<file path="src/rtl/axi_sim_console_if.sv">
// axi_sim_console_if
//   AXI subset carried between the CPU fabric (master) and the console /
//   simulation-control slave. Only the fields the slave uses are present.
//
//   Handshake rule for every channel (AW, W, B, AR, R): a transfer happens on
//   the rising clock edge where both valid and ready are high. Once valid is
//   raised, the sender holds it and the payload stable until that transfer.
//   Valid never waits on ready.
//
//   Signals:
//     AW: awvalid/awready, awaddr[ADDR_W], awid[ID_W], awlen[4]
//     W : wvalid/wready, wdata[DATA_W], wstrb[DATA_W/8], wlast
//     B : bvalid/bready, bid[ID_W], bresp[2]
//     AR: arvalid/arready, araddr[ADDR_W], arid[ID_W], arlen[4]
//     R : rvalid/rready, rdata[DATA_W], rid[ID_W], rresp[2], rlast
interface axi_sim_console_if #(
  parameter int ADDR_W = 40,
  parameter int DATA_W = 128,
  parameter int ID_W   = 8
);
  logic              awvalid;
  logic              awready;
  logic [ADDR_W-1:0] awaddr;
  logic [ID_W-1:0]   awid;
  logic [3:0]        awlen;

  logic                wvalid;
  logic                wready;
  logic [DATA_W-1:0]   wdata;
  logic [DATA_W/8-1:0] wstrb;
  logic                wlast;

  logic            bvalid;
  logic            bready;
  logic [ID_W-1:0] bid;
  logic [1:0]      bresp;

  logic              arvalid;
  logic              arready;
  logic [ADDR_W-1:0] araddr;
  logic [ID_W-1:0]   arid;
  logic [3:0]        arlen;

  logic              rvalid;
  logic              rready;
  logic [DATA_W-1:0] rdata;
  logic [ID_W-1:0]   rid;
  logic [1:0]        rresp;
  logic              rlast;

  modport master (
    output awvalid, awaddr, awid, awlen,
    output wvalid, wdata, wstrb, wlast,
    output bready,
    output arvalid, araddr, arid, arlen,
    output rready,
    input  awready, wready, bvalid, bid, bresp,
    input  arready, rvalid, rdata, rid, rresp, rlast
  );

  modport slave (
    input  awvalid, awaddr, awid, awlen,
    input  wvalid, wdata, wstrb, wlast,
    input  bready,
    input  arvalid, araddr, arid, arlen,
    input  rready,
    output awready, wready, bvalid, bid, bresp,
    output arready, rvalid, rdata, rid, rresp, rlast
  );
endinterface

</file>
<file path="src/rtl/axi_sim_console_slave.sv">
// axi_sim_console_slave
//   Terminates the console / simulation-control window. Single-beat stores to
//   TX_DATA (offset 0x00) push one character into a FIFO drained on the char
//   stream; stores to EXIT (0x10) pulse exit_valid and latch the first exit
//   code; STATUS (0x08) reads back FIFO state and exit_done. Bursts are
//   consumed without side effects and answered with SLVERR.
//
//   Ports:
//     clk, rst_b            clock, asynchronous active-low reset
//     bus (slave modport)   AXI AW/W/B/AR/R channels
//     char_valid/ready/data character stream (FIFO head)
//     exit_valid            one-cycle pulse per EXIT store
//     exit_done, exit_code  sticky flag and code of the first EXIT store
//     w_state_dbg           write FSM state (W_IDLE=0, W_DATA=1, W_RESP=2)
//     r_state_dbg           read FSM state (R_IDLE=0, R_DATA=1)
module axi_sim_console_slave #(
  parameter int              ADDR_W     = 40,
  parameter int              DATA_W     = 128,
  parameter int              ID_W       = 8,
  parameter logic [ADDR_W-1:0] BASE_ADDR = 40'h0090000000,
  parameter int              FIFO_DEPTH = 16
) (
  input  logic        clk,
  input  logic        rst_b,
  axi_sim_console_if.slave bus,
  output logic        char_valid,
  input  logic        char_ready,
  output logic [7:0]  char_data,
  output logic        exit_valid,
  output logic        exit_done,
  output logic [31:0] exit_code,
  output logic [1:0]  w_state_dbg,
  output logic        r_state_dbg
);
  localparam int STRB_W = DATA_W / 8;
  localparam int PTR_W  = $clog2(FIFO_DEPTH);
  localparam int CNT_W  = PTR_W + 1;
  localparam logic [7:0] OFF_TX     = 8'h00;
  localparam logic [7:0] OFF_STATUS = 8'h08;
  localparam logic [7:0] OFF_EXIT   = 8'h10;

  typedef enum logic [1:0] {W_IDLE = 2'd0, W_DATA = 2'd1, W_RESP = 2'd2} w_state_e;
  typedef enum logic       {R_IDLE = 1'b0, R_DATA = 1'b1} r_state_e;

  w_state_e          w_state_q, w_state_d;
  r_state_e          r_state_q, r_state_d;
  logic              wr_tx_q, wr_tx_d;
  logic              wr_exit_q, wr_exit_d;
  logic              err_q, err_d;
  logic [ID_W-1:0]   bid_q, bid_d;
  logic [ID_W-1:0]   rid_q, rid_d;
  logic [1:0]        rresp_q, rresp_d;
  logic [31:0]       rdata_q, rdata_d;
  logic              exit_valid_q, exit_valid_d;
  logic              exit_done_q, exit_done_d;
  logic [31:0]       exit_code_q, exit_code_d;
  logic [PTR_W-1:0]  wr_ptr_q, wr_ptr_d;
  logic [PTR_W-1:0]  rd_ptr_q, rd_ptr_d;
  logic [CNT_W-1:0]  count_q, count_d;
  logic [7:0]        mem_q [FIFO_DEPTH];
  // Holds the address channels closed for the first cycle out of reset so
  // every ready output reads 0 while rst_b is asserted.
  logic              ready_en_q;

  logic        aw_ready, w_ready, b_valid, ar_ready, r_valid;
  logic        push, pop, exit_hit, strb_any;
  logic [7:0]  push_data;
  logic        fifo_empty, fifo_full;
  logic        aw_hit, ar_hit;
  logic [31:0] status;

  assign aw_hit     = (bus.awaddr[ADDR_W-1:8] == BASE_ADDR[ADDR_W-1:8]);
  assign ar_hit     = (bus.araddr[ADDR_W-1:8] == BASE_ADDR[ADDR_W-1:8]);
  assign fifo_empty = (count_q == '0);
  assign fifo_full  = (count_q == CNT_W'(FIFO_DEPTH));
  assign pop        = char_valid && char_ready;

  // Lowest set strobe selects the byte lane; scanning downward lets the
  // lowest lane win.
  always_comb begin
    push_data = 8'h00;
    strb_any  = 1'b0;
    for (int k = STRB_W - 1; k >= 0; k--) begin
      if (bus.wstrb[k]) begin
        push_data = bus.wdata[k*8 +: 8];
        strb_any  = 1'b1;
      end
    end
  end

  always_comb begin
    status              = '0;
    status[0]           = fifo_empty;
    status[1]           = fifo_full;
    status[8 +: CNT_W]  = count_q;
    status[16]          = exit_done_q;
  end

  // Write FSM
  always_comb begin
    w_state_d = w_state_q;
    wr_tx_d   = wr_tx_q;
    wr_exit_d = wr_exit_q;
    err_d     = err_q;
    bid_d     = bid_q;
    aw_ready  = 1'b0;
    w_ready   = 1'b0;
    b_valid   = 1'b0;
    push      = 1'b0;
    exit_hit  = 1'b0;
    case (w_state_q)
      W_IDLE: begin
        aw_ready = ready_en_q;
        if (bus.awvalid && ready_en_q) begin
          wr_tx_d   = aw_hit && (bus.awaddr[7:0] == OFF_TX);
          wr_exit_d = aw_hit && (bus.awaddr[7:0] == OFF_EXIT);
          err_d     = (bus.awlen != 4'd0);
          bid_d     = bus.awid;
          w_state_d = W_DATA;
        end
      end
      W_DATA: begin
        // Stall rather than drop a character when the FIFO is full.
        w_ready = !(wr_tx_q && !err_q && fifo_full);
        if (bus.wvalid && w_ready) begin
          push     = wr_tx_q && !err_q && strb_any;
          exit_hit = wr_exit_q && !err_q;
          if (bus.wlast) w_state_d = W_RESP;
        end
      end
      W_RESP: begin
        b_valid = 1'b1;
        if (bus.bready) w_state_d = W_IDLE;
      end
      default: w_state_d = W_IDLE;
    endcase
  end

  // Read FSM; STATUS is snapshotted at the AR handshake.
  always_comb begin
    r_state_d = r_state_q;
    rid_d     = rid_q;
    rresp_d   = rresp_q;
    rdata_d   = rdata_q;
    ar_ready  = 1'b0;
    r_valid   = 1'b0;
    case (r_state_q)
      R_IDLE: begin
        ar_ready = ready_en_q;
        if (bus.arvalid && ready_en_q) begin
          rid_d     = bus.arid;
          rresp_d   = (bus.arlen != 4'd0) ? 2'b10 : 2'b00;
          rdata_d   = (ar_hit && bus.araddr[7:0] == OFF_STATUS) ? status : 32'h0;
          r_state_d = R_DATA;
        end
      end
      R_DATA: begin
        r_valid = 1'b1;
        if (bus.rready) r_state_d = R_IDLE;
      end
      default: r_state_d = R_IDLE;
    endcase
  end

  // FIFO bookkeeping and exit capture
  always_comb begin
    wr_ptr_d = wr_ptr_q + PTR_W'(push);
    rd_ptr_d = rd_ptr_q + PTR_W'(pop);
    case ({push, pop})
      2'b10:   count_d = count_q + CNT_W'(1);
      2'b01:   count_d = count_q - CNT_W'(1);
      default: count_d = count_q;
    endcase
    exit_valid_d = exit_hit;
    exit_done_d  = exit_done_q || exit_hit;
    exit_code_d  = (exit_hit && !exit_done_q) ? bus.wdata[31:0] : exit_code_q;
  end

  always_ff @(posedge clk or negedge rst_b) begin
    if (!rst_b) begin
      w_state_q    <= W_IDLE;
      r_state_q    <= R_IDLE;
      wr_tx_q      <= 1'b0;
      wr_exit_q    <= 1'b0;
      err_q        <= 1'b0;
      bid_q        <= '0;
      rid_q        <= '0;
      rresp_q      <= 2'b00;
      rdata_q      <= 32'h0;
      exit_valid_q <= 1'b0;
      exit_done_q  <= 1'b0;
      exit_code_q  <= 32'h0;
      wr_ptr_q     <= '0;
      rd_ptr_q     <= '0;
      count_q      <= '0;
      ready_en_q   <= 1'b0;
    end else begin
      w_state_q    <= w_state_d;
      r_state_q    <= r_state_d;
      wr_tx_q      <= wr_tx_d;
      wr_exit_q    <= wr_exit_d;
      err_q        <= err_d;
      bid_q        <= bid_d;
      rid_q        <= rid_d;
      rresp_q      <= rresp_d;
      rdata_q      <= rdata_d;
      exit_valid_q <= exit_valid_d;
      exit_done_q  <= exit_done_d;
      exit_code_q  <= exit_code_d;
      wr_ptr_q     <= wr_ptr_d;
      rd_ptr_q     <= rd_ptr_d;
      count_q      <= count_d;
      ready_en_q   <= 1'b1;
    end
  end

  // Storage needs no reset: the head is masked while the FIFO is empty.
  always_ff @(posedge clk) begin
    if (push) mem_q[wr_ptr_q] <= push_data;
  end

  assign bus.awready = aw_ready;
  assign bus.wready  = w_ready;
  assign bus.bvalid  = b_valid;
  assign bus.bid     = bid_q;
  assign bus.bresp   = {err_q, 1'b0};
  assign bus.arready = ar_ready;
  assign bus.rvalid  = r_valid;
  assign bus.rlast   = r_valid;
  assign bus.rid     = rid_q;
  assign bus.rresp   = rresp_q;
  assign bus.rdata   = DATA_W'(rdata_q);

  assign char_valid  = !fifo_empty;
  assign char_data   = fifo_empty ? 8'h00 : mem_q[rd_ptr_q];
  assign exit_valid  = exit_valid_q;
  assign exit_done   = exit_done_q;
  assign exit_code   = exit_code_q;
  assign w_state_dbg = w_state_q;
  assign r_state_dbg = r_state_q;
endmodule

</file>
<file path="src/flat_wrapper.sv">
// flat-port wrapper written by rule: the top's interface ports become plain ports
module axi_sim_console_slave_flat 
#(
  parameter int              ADDR_W     = 40,
  parameter int              DATA_W     = 128,
  parameter int              ID_W       = 8,
  parameter logic [ADDR_W-1:0] BASE_ADDR = 40'h0090000000,
  parameter int              FIFO_DEPTH = 16
)
  (clk, rst_b, char_valid, char_ready, char_data, exit_valid, exit_done, exit_code, w_state_dbg, r_state_dbg, bus_awvalid, bus_awaddr, bus_awid, bus_awlen, bus_wvalid, bus_wdata, bus_wstrb, bus_wlast, bus_bready, bus_arvalid, bus_araddr, bus_arid, bus_arlen, bus_rready, bus_awready, bus_wready, bus_bvalid, bus_bid, bus_bresp, bus_arready, bus_rvalid, bus_rdata, bus_rid, bus_rresp, bus_rlast);
  axi_sim_console_if #(.ADDR_W(ADDR_W), .DATA_W(DATA_W), .ID_W(ID_W)) bus_i ();
  input  logic clk;
  input  logic rst_b;
  output logic char_valid;
  input  logic char_ready;
  output logic [7:0] char_data;
  output logic exit_valid;
  output logic exit_done;
  output logic [31:0] exit_code;
  output logic [1:0] w_state_dbg;
  output logic r_state_dbg;
  input wire logic [$bits(bus_i.awvalid)-1:0] bus_awvalid;
  input wire logic [$bits(bus_i.awaddr)-1:0] bus_awaddr;
  input wire logic [$bits(bus_i.awid)-1:0] bus_awid;
  input wire logic [$bits(bus_i.awlen)-1:0] bus_awlen;
  input wire logic [$bits(bus_i.wvalid)-1:0] bus_wvalid;
  input wire logic [$bits(bus_i.wdata)-1:0] bus_wdata;
  input wire logic [$bits(bus_i.wstrb)-1:0] bus_wstrb;
  input wire logic [$bits(bus_i.wlast)-1:0] bus_wlast;
  input wire logic [$bits(bus_i.bready)-1:0] bus_bready;
  input wire logic [$bits(bus_i.arvalid)-1:0] bus_arvalid;
  input wire logic [$bits(bus_i.araddr)-1:0] bus_araddr;
  input wire logic [$bits(bus_i.arid)-1:0] bus_arid;
  input wire logic [$bits(bus_i.arlen)-1:0] bus_arlen;
  input wire logic [$bits(bus_i.rready)-1:0] bus_rready;
  output wire logic [$bits(bus_i.awready)-1:0] bus_awready;
  output wire logic [$bits(bus_i.wready)-1:0] bus_wready;
  output wire logic [$bits(bus_i.bvalid)-1:0] bus_bvalid;
  output wire logic [$bits(bus_i.bid)-1:0] bus_bid;
  output wire logic [$bits(bus_i.bresp)-1:0] bus_bresp;
  output wire logic [$bits(bus_i.arready)-1:0] bus_arready;
  output wire logic [$bits(bus_i.rvalid)-1:0] bus_rvalid;
  output wire logic [$bits(bus_i.rdata)-1:0] bus_rdata;
  output wire logic [$bits(bus_i.rid)-1:0] bus_rid;
  output wire logic [$bits(bus_i.rresp)-1:0] bus_rresp;
  output wire logic [$bits(bus_i.rlast)-1:0] bus_rlast;
  assign bus_i.awvalid = bus_awvalid;
  assign bus_i.awaddr = bus_awaddr;
  assign bus_i.awid = bus_awid;
  assign bus_i.awlen = bus_awlen;
  assign bus_i.wvalid = bus_wvalid;
  assign bus_i.wdata = bus_wdata;
  assign bus_i.wstrb = bus_wstrb;
  assign bus_i.wlast = bus_wlast;
  assign bus_i.bready = bus_bready;
  assign bus_i.arvalid = bus_arvalid;
  assign bus_i.araddr = bus_araddr;
  assign bus_i.arid = bus_arid;
  assign bus_i.arlen = bus_arlen;
  assign bus_i.rready = bus_rready;
  assign bus_awready = bus_i.awready;
  assign bus_wready = bus_i.wready;
  assign bus_bvalid = bus_i.bvalid;
  assign bus_bid = bus_i.bid;
  assign bus_bresp = bus_i.bresp;
  assign bus_arready = bus_i.arready;
  assign bus_rvalid = bus_i.rvalid;
  assign bus_rdata = bus_i.rdata;
  assign bus_rid = bus_i.rid;
  assign bus_rresp = bus_i.rresp;
  assign bus_rlast = bus_i.rlast;
  axi_sim_console_slave #(.ADDR_W(ADDR_W), .DATA_W(DATA_W), .ID_W(ID_W), .BASE_ADDR(BASE_ADDR), .FIFO_DEPTH(FIFO_DEPTH)) u_core (.clk(clk), .rst_b(rst_b), .bus(bus_i), .char_valid(char_valid), .char_ready(char_ready), .char_data(char_data), .exit_valid(exit_valid), .exit_done(exit_done), .exit_code(exit_code), .w_state_dbg(w_state_dbg), .r_state_dbg(r_state_dbg));
endmodule
</file>
<file path="config.mk">
export PLATFORM = sky130hd
export DESIGN_NAME = axi_sim_console_slave_flat
export DESIGN_NICKNAME = d
export VERILOG_FILES = /design/src/rtl/axi_sim_console_if.sv /design/src/rtl/axi_sim_console_slave.sv /design/src/flat_wrapper.sv
export SDC_FILE = /design/constraint.sdc
export NUM_CORES = 1
export LEC_CHECK = 0
export BUFFER_PORTS_ARGS = -buffer_cell sky130_fd_sc_hd__buf_2
export CELL_PAD_IN_SITES_DETAIL_PLACEMENT = 0
export CELL_PAD_IN_SITES_GLOBAL_PLACEMENT = 1
export CORE_MARGIN = 1.5
export CORE_UTILIZATION = 30
export CTS_CLUSTER_DIAMETER = 50
export CTS_CLUSTER_SIZE = 28
export DETAILED_ROUTE_END_ITERATION = 16
export PLACE_DENSITY = 0.72
export SYNTH_ARGS = -nofsm -noshare
export SYNTH_HDL_FRONTEND = slang
export SYNTH_SLANG_ARGS = --single-unit
</file>
<file path="constraint.sdc">
create_clock -name clk -period 4 [get_ports clk]
set_input_delay 0.4 -clock clk [delete_from_list [all_inputs] [get_ports clk]]
set_output_delay 0.4 -clock clk [all_outputs]
set_load 0.01 [all_outputs]
</file>
==> impl_results.md, run 1 <==
* Max-cap violations at 0
* Crit start category: flip-flop
* Detail Route Antenna Nets at 0
* Fillers at 3426
* Largest net degree at the start of global routing at 54
* Area of the core at approximately 35000 µm²
* Layout Skew at 0.01370 ns
* Std-Cell Rows at 68
* Power Total at 5.083 mW
* Die area at 36290 µm²
* CTS buffer count at 22
* Area Overhead vs Synth at 23.92%
* Synth cell count leaders: edfxtp_1 (128), buf_4 (126), dfrtp_1 (79)
* RSZ-0062 raised after global routing: false
* Fmax at 344.4 MHz
* Gpl congestion at 0.9270
* Fraction of layout cells with a size suffix above 1 at 41.95%
* Crit. End Element: primary output
* Count leader, synth: edfxtp_1
* Synth top area cells: edfxtp_1 (36%), dfrtp_1 (19%), buf_4 (9.0%)
* Finished Core Util at 37.83%
* EDFF count, synth at ~130
* Starting DRT DRC Count at 510
* I/O pin count at 457
* Clock sinks at 207
* Slew @ Worst Pin at 1.039 ns
* Commonest register cell after synthesis: edfxtp_1
* VDD IR-drop max at 0.2635 mV
* Vias at 7563
* Tcrit/Tclk final at 72.59%
* Final hold violations at 0
* Async S/R FF share, synth at 38.16%
* Drt first pass iters at 5
* Worst Path Max Fanout at 34
* Yosys reg bits at roughly 210
* First-pass GRT wire length at around 49000 µm
* CTS tree: yes
* Finish-stage setup viols at 0
* Synth Area per Inst at 13.22 µm²
* Yosys Warn Count at 0
* Post-Route WL at 33640 µm
* Yosys cell types at 59
* Clock Latency Late Sink at about 0.52 ns
* WS Path Type: flip-flop to primary output
* Power Density at between 300 and 400 nW/µm²
* Required time worst endpoint at around 3.6 ns
* Yosys top cell area share at around 36%
* Clk slew on worst S/H paths at 0.06 ns
* Vias in the first global route at 7580
* Maximum clock insertion buffer count at 3
* Fin nets at 1409
* Die Span Y at 190.5 µm
* Vias per cell at approximately 4.7
* Slew headroom at 30.71%
* Post-Syn Area at about 11000 µm²
* Leakage at 5.833 nW
* Status: finished clean
* Drc violations at 0
* Yosys top cell by area: edfxtp_1
* GRT Total Usage at 18.06%
* Crit path largest cell delay at 0.93 ns
* Die X at 190.5 µm
* Reg area at between 5000 and 6000 µm²
* Starting Density at 30.53%
* Root buffer cell: clkbuf_16
* Max-slew violation count at 0
* Setup TNS at 0 ns
* Cell-by-cell trace of the critical path: mux4_2 -> mux2i_1 -> o22ai_1 -> buf_2
* DP HPWL at approximately 27000 µm
* Post-CTS Setup Repair Bufs at 0
* Slowest-stage cell, CP: dfrtp_2
* Critical Path AT at 2.50 ns
* Mapped Cells at 798
* Initial antenna violation count at 2
* Multi-input logic area at 3963 µm²
* Wire per inst at 20.81 µm
* I/O Buffers at 334
* Post-layout min period at 2.904 ns
* Hold/Removal Path Class: input pin to flip-flop
* Total grt overflow at 0
* H-tree depth at 1
* Seq/Total Area, Yosys at 55.19%
area by class of cell:
cell class | count | area share, %
Inverter | 18 | 0.5170
Clock buffer | 24 | 4.270
Multi-Input combinational cell | 532 | 30.32
Clock inverter | 16 | 1.407
Timing Repair Buffer | 364 | 14.55
Antenna cell | 1 | 0.01915
Sequential cell | 207 | 44.56
Tap cell | 455 | 4.356
path summary, 6_finish.rpt:
path                                                          to                     startpoint  cells past startpoint  slack [ns]
min in group asynchronous            u_core.exit_valid$_DFF_PN0_                          rst_b                      2        0.50
worst min-delay path                u_core.r_state_dbg$_DFF_PN0_                     bus_rready                      2        0.06
worst max-delay path                                char_data[0]   u_core.rd_ptr_q[1]$_DFF_PN0_                      4        1.10
max in group asynchronous       u_core.exit_code[22]$_DFFE_PN0P_                          rst_b                      3        2.66
worst min register to register     u_core.bus.bid[1]$_DFFE_PN0P_  u_core.bus.bid[1]$_DFFE_PN0P_                      2        0.47
worst max register to register     u_core.count_q[4]$_DFFE_PN0P_  u_core.count_q[2]$_DFFE_PN0P_                     11        1.17
critical path: cells and delay by family (launching register included):
family / cells / cell delay, ns
AOI/OAI and AO/OA: 1 / 0.17
buffers and inverters: 1 / 0.17
DFF: 1 / 0.93
muxes: 2 / 0.70
state kept, by name, summed over array words and instances (netlist names):
| name | flops |
|---|---|
| u_core.exit_code | 32 |
| u_core.wr_tx_q | 1 |
| u_core.rd_ptr_q | 4 |
| u_core.exit_valid | 1 |
| u_core.bus.rresp | 1 |
| u_core.exit_done | 1 |
| u_core.err_q | 1 |
| u_core.ready_en_q | 1 |
| u_core.wr_ptr_q | 4 |
| u_core.mem_q | 128 |
| u_core.w_state_dbg | 2 |
| u_core.bus.rid | 8 |
| u_core.wr_exit_q | 1 |
| u_core.rdata_q | 8 |
| u_core.count_q | 5 |
| u_core.bus.bid | 8 |
| u_core.r_state_dbg | 1 |
what timing repair did:
action / 4_1_cts / 5_1_grt
hold buffers: 1 / 0
gates resized for setup: 0 / 0
endpoints found under the hold margin: 44 / 0
cells in the final DEF, fill, tap and decap left out, types with 4 or more instances in the layout:
master       n
clkbuf_16   22
o22ai_1     16
mux4_2      32
nor4b_1      6
nor2b_1     13
o21ai_0     24
o221ai_1    10
mux2_4      30
nand3_1      6
nor3_1      17
or2_2        4
edfxtp_1   128
a221o_1      4
xor2_1       8
nand2_1     50
nand4_1      6
a21oi_1     32
a22oi_1      9
mux2i_1     16
nor2_1      10
ha_1         7
dfrtp_1     77
inv_1       18
a2111oi_0    4
nand2b_1     9
conb_1     123
mux2_2      11
buf_4       30
a22o_1       9
nor4_1      24
buf_2      333
a221oi_1    15
metal layers:
layer  vias up  GRT usage [%]  routed length (µm)  part of all wire [%]
li1       3494              -                   -                     -
met1      3670          23.68               14180                    42
met2       347          29.89               16110                    48
met3        52          3.147                2182                   6.5
met4         0          6.572                1168                   3.5
met5         -              0                   0                     0
stage by stage:
stage	instances	hold slack, ns	worst slack [ns]	instance area [µm²]
floorplan	919	0.1044	1.180	11000
global placement	1575	0.4561	0.9374	12310
detailed placement	1575	0.4568	0.9241	12310
CTS	1616	0.04277	1.043	13070
global route	1617	0.05531	0.9723	13070
finish	1617	0.06272	1.096	13070
power breakdown:
group | total (mW) | internal (mW) | leakage [nW] | switching, mW
clock | 2.05 | 1.13 | 0.357 | 0.924
combinational | 0.629 | 0.241 | 3.27 | 0.388
sequential | 2.40 | 2.36 | 2.21 | 0.0402
total | 5.08 | 3.73 | 5.83 | 1.35
cells by family (layout without fill, tap and decap cells):
group                    after synthesis  count (layout)  synth area share, %
AND/OR/NAND/NOR                      162             162                8.601
XOR/XNOR                              11              11               0.9136
multiplexers                          89              89                13.80
buffers and inverters                180             422                11.54
other                                  2             124              0.07121
adder cells (fa/ha/maj)                7               7               0.8304
AO/OA/AOI/OAI                        140             140                9.052
flip-flops                           207             207                55.19
(Power assumes the default switching activity.)
==> run 2, diff against run 1 <==
- clock period: 4 -> 2.94 ns (I/O delays scaled with it)
==> run 2 against run 1 <==
Compared with the run above: critical path depth grew 2; setup slack got worse by 0.86 ns; die area unchanged; largest power group unchanged; highest routed layer unchanged.
==> impl_results.md, run 2 (synthesis results as in run 1) <==
* Status: finished clean
* First-pass GRT wire length at about 47000 µm
* Worst Path Max Fanout at 8
* Max FFs per register at around 130
* Finish-stage setup viols at 0
* Largest net degree at the start of global routing at 69
* Placed Area at around 12000 µm²
* VDD IR-drop max at 0.3003 mV
* CTS buffer count at 23
* FF-to-FF path depth at 6
* Tcrit/Tclk final at 91.99%
* Hold_ws at 0.01983 ns
* Post-layout min period at 2.704 ns
* Vias per cell at 4.609
* Drc violations at 0
* Critical Path AT at roughly 2.4 ns
* Hold/Removal Path Class: input pin to flip-flop
* Vias in the first global route at 7751
* Initial antenna violation count at 0
* Clk slew on worst S/H paths at 0.06 ns
* Crit start category: flip-flop
* Slew headroom at 14.63%
* Starting DRT DRC Count at approximately 370
* Drt first pass iters at 5
* Finished Core Util at between 30% and 40%
* Fin nets at 1434
* Design area at 13290 µm²
* Area of the core at 34540 µm²
* Fillers at 3449
* Die X at roughly 190 µm
* Fraction of layout cells with a size suffix above 1 at a little over two fifths
* Root buffer cell: clkbuf_16
* H-tree depth at 1
* Power Total at between 6 and 7 mW
* Worst Hold Path Cells at 2
* Die area at 36290 µm²
* Detail Route Antenna Nets at 0
* Maximum clock insertion buffer count at 3
* Area Overhead vs Synth at 25.98%
* Starting Density at about 31%
* Post-Route WL at 32320 µm
* Leakage at 5.961 nW
* CTS tree: yes
* Clock Latency Late Sink at 0.51 ns
* Crit. End Element: primary output
* Total grt overflow at 0
* Slew @ Worst Pin at 1.280 ns
* Max-cap violations at 0
* Layout Skew at 0.01124 ns
* Clock sinks at 207
* Required time worst endpoint at 2.65 ns
* Commonest non-fill, non-tap cell in the layout: buf_2
* Max-slew violation count at 0
* RSZ-0062 raised after global routing: false
* Highest-count cells in the layout ignoring fill and taps: buf_2 (333), edfxtp_1 (128), conb_1 (123)
* Ant diodes at 0
* Power Density at 517.1 nW/µm²
* I/O Buffers at about 330
* Fmax at 369.8 MHz
* GRT Total Usage at 17.53%
* Final hold violations at 0
* DP HPWL at ~26000 µm
* Vias at around 7600
* Gpl congestion at 0.8892
* Die Span Y at 190.5 µm
* Wire per inst at 19.71 µm
* I/O pin count at 457
* Setup TNS at 0 ns
* Std-Cell Rows at 68
* WS Path Type: flip-flop to primary output
* Top reg by flops: u_core.mem_q
run 2: critical path, cell delays in order (launching register included):
cell and delay, ns:
dfrtp_1 0.47, nor4_4 0.37, or2b_1 0.28, buf_4 0.16, nand2b_1 0.27, o22ai_1 0.17, buf_2 0.17
run 2: what timing repair did:
item | in CTS | in global routing
gates resized for setup | 0 | 0
hold buffers | 12 | 0
endpoints found under the hold margin | 78 | 0
setup buffers | 0 | 0
run 2: path summary, 6_finish.rpt:
path | start | to | slack, ns
max | u_core.count_q[0]$_DFFE_PN0P_ | char_data[3] | 0.24
max in group asynchronous | rst_b | u_core.exit_code[10]$_DFFE_PN0P_ | 1.70
min | bus_arid[4] | u_core.bus.rid[4]$_DFFE_PN0P_ | 0.02
max reg2reg | u_core.count_q[1]$_DFFE_PN0P_ | u_core.mem_q[7][2]$_DFFE_PP_ | 0.32
min in group asynchronous | rst_b | u_core.bus.rresp[1]$_DFFE_PN0P_ | 0.45
min reg2reg | u_core.bus.bid[0]$_DFFE_PN0P_ | u_core.bus.bid[0]$_DFFE_PN0P_ | 0.47
run 2: cell type report:
type / instances / area (µm²) / share of cell area, %
sequential: 207 / 5822 / 43.82
inverter: 18 / 67.56 / 0.5085
multi-input combinational: 532 / 3963 / 29.82
clock buffer: 26 / 596.8 / 4.492
tap: 455 / 569.3 / 4.285
timing repair buffer: 388 / 2147 / 16.16
clock inverter: 14 / 121.4 / 0.9135
run 2: layer usage:
| metal | part of all wire, % | vias up | track usage [%] |
|---|---|---|---|
| met5 | 0 | - | 0 |
| met4 | 4.0 | 0 | 7.511 |
| met3 | 7.6 | 60 | 4.325 |
| met2 | 49 | 347 | 29.85 |
| met1 | 40 | 3608 | 21.03 |
| li1 | - | 3543 | - |
run 2: where the power goes:
group	internal, mW	switching, mW
Clock	1.51	1.22
Combinational	0.345	0.525
Sequential	3.22	0.0542
run 2: stage by stage:
stage	cells	worst slack [ns]
global placement	1588	0.2147
global route	1640	0.03384
finish	1640	0.2355
detailed placement	1588	0.2332
CTS	1640	0.1485
floorplan	919	0.2264
==> run 3, diff against run 2 <==
- CORE_AREA: not set -> 2 2 177 179
- CORE_MARGIN: 1.5 -> not set
- CORE_UTILIZATION: 30 -> not set
- DIE_AREA: not set -> 0 0 179 181
- PLACE_DENSITY: 0.72 -> 0.8
==> run 3 against run 2 <==
Compared with the run above: maximum frequency shrank 2.0%; hold slack better by 0.0046 ns; highest routed layer unchanged; non-clock buffer count is 8 lower; via count is 0.78% higher; die area decreased by 11%.
==> impl_results.md, run 3 (synthesis results as in run 1) <==
* Maximum clock insertion buffer count at 3
* Placed Area at between 10000 and 15000 µm²
* Power Density at 508.9 nW/µm²
* Hold/Removal Path Class: input pin to flip-flop
* Clk slew on worst S/H paths at 0.08 ns
* Die area at 32400 µm²
* Commonest non-fill, non-tap cell in the layout: buf_2
* Fraction of layout cells with a size suffix above 1 at 41.66%
* Largest net degree at the start of global routing at 69
* Vias per cell at ~5
* Power Total at 6.651 mW
* Vias in the first global route at between 7000 and 8000
* Clock Latency Late Sink at roughly 0.50 ns
* Gpl congestion at 0.9936
* First-pass GRT wire length at 46210 µm
* GRT Total Usage at 19.16%
* Starting Density at 34.75%
* Detail Route Antenna Nets at 0
* Die X at 179 µm
* Max FFs per register at 128
* Crit. End Element: primary output
* VDD IR-drop max at 0.2965 mV
* Worst Path Max Fanout at 23
* Finish-stage setup viols at 0
* Top reg by flops: u_core.mem_q
* Final hold violations at 0
* Crit start category: flip-flop
* Fmax at roughly 360 MHz
* Wire per inst at 20.18 µm
* Max-cap violations at 0
* I/O pin count at 457
* DP HPWL at between 20000 and 30000 µm
* Status: finished clean
* Std-Cell Rows at 64
* Area Overhead vs Synth at 23.94%
* Tcrit/Tclk final at 93.90%
* Drc violations at 0
* Max-slew violation count at 0
* Hold_ws at approximately 0.024 ns
* Post-Route WL at 31650 µm
* Die Span Y at 181 µm
* Starting DRT DRC Count at 413
* Placed Instances at 1523
* CTS buffer count at 18
* Critical Path AT at between 2 and 2.5 ns
* WS Path Type: flip-flop to primary output
* Highest-count cells in the layout ignoring fill and taps: buf_2 (333), edfxtp_1 (128), conb_1 (123)
* Drt first pass iters at 5
* Area of the core at roughly 30000 µm²
* H-tree depth at 1
* I/O Buffers at 334
* Total grt overflow at 0
* RSZ-0062 raised after global routing: false
* Initial antenna violation count at 3
* CTS tree: yes
* Design area at 13070 µm²
* Slew @ Worst Pin at 1.149 ns
* Finished Layout Cells at 1568
* Setup TNS at 0 ns
* Root buffer cell: clkbuf_16
* Post-CTS Setup Repair Bufs at 0
* Slew headroom at 22.81%
* Clock sinks at 207
* Fin nets at 1421
* Fillers at 2866
* Leakage at roughly 5.9 nW
* Required time worst endpoint at 2.65 ns
* Layout Skew at ~0.027 ns
* Post-layout min period at 2.761 ns
* Vias at about 7600
run 3: cell count changes in the layout (fill, tap and decap cells not counted), moves of 2 or more:
cell / previous run / this run
clkbuf_1: 2 / 0
clkbuf_16: 23 / 19
inv_8: 2 / 0
inv_4: 2 / 0
inv_6: 5 / 1
dlygate4sd3_1: 12 / 10
clkinv_8: 0 / 4
buf_12: 3 / 1
buf_4: 40 / 36
diode_2: 0 / 3
inv_12: 1 / 3
run 3: per-stage QoR:
step | setup WS (ns) | util (%)
floorplan | 0.2264 | -
global placement | 0.2502 | 40.54
detailed placement | 0.2155 | 40.54
CTS | 0.06512 | 43.02
global route | 0.03862 | 43.07
finish | 0.1795 | 43.07
run 3: final timing paths:
check / from / endpoint / slack (ns) / depth (start not counted)
hold reg to reg: u_core.bus.bid[1]$_DFFE_PN0P_ / u_core.bus.bid[1]$_DFFE_PN0P_ / 0.48 / 2
min in group asynchronous: rst_b / u_core.bus.rresp[1]$_DFFE_PN0P_ / 0.42 / 2
setup reg to reg: u_core.count_q[1]$_DFFE_PN0P_ / u_core.mem_q[3][1]$_DFFE_PP_ / 0.27 / 6
setup / recovery: u_core.rd_ptr_q[0]$_DFF_PN0_ / char_data[2] / 0.18 / 5
max in group asynchronous: rst_b / u_core.exit_code[2]$_DFFE_PN0P_ / 1.72 / 3
hold / removal: bus_arid[5] / u_core.bus.rid[5]$_DFFE_PN0P_ / 0.02 / 2
run 3: timing repair:
| item | in CTS | in global routing |
|---|---|---|
| hold buffers | 10 | 0 |
| endpoints found under the setup margin | 0 | 6 |
| gates resized for setup | 0 | 1 |
| endpoints found under the hold margin | 76 | 0 |
run 3: metal layers:
metal	global-route usage (%)	up-vias	share of wire [%]
met2	31.05	383	48
met5	0	-	0
met1	24.98	3649	41
met3	3.704	70	7.7
met4	8.130	0	4.1
li1	-	3515	-
run 3: final cells by class:
cell class	instances	area [µm²]	share of cell area, %
flip-flops and latches	207	5824	44.56
inverters	18	67.56	0.5169
diodes	3	7.507	0.05743
repair buffers	380	2057	15.74
well taps	396	495.5	3.791
clock inverters	13	175.2	1.340
multi-input cells	532	3969	30.36
clock buffers	19	475.5	3.637
run 3: report_power, final:
group	total [mW]	internal [mW]	leakage [nW]	switching (mW)
Combinational	0.863	0.343	3.34	0.520
Clock	2.51	1.35	0.316	1.16
Sequential	3.28	3.21	2.21	0.0652
run 3: critical path, stage by stage, from the launching register on:
cell and delay, ns:
dfrtp_4 0.58, buf_12 0.26, mux4_2 0.55, mux2i_1 0.26, o22ai_1 0.13, buf_2 0.17
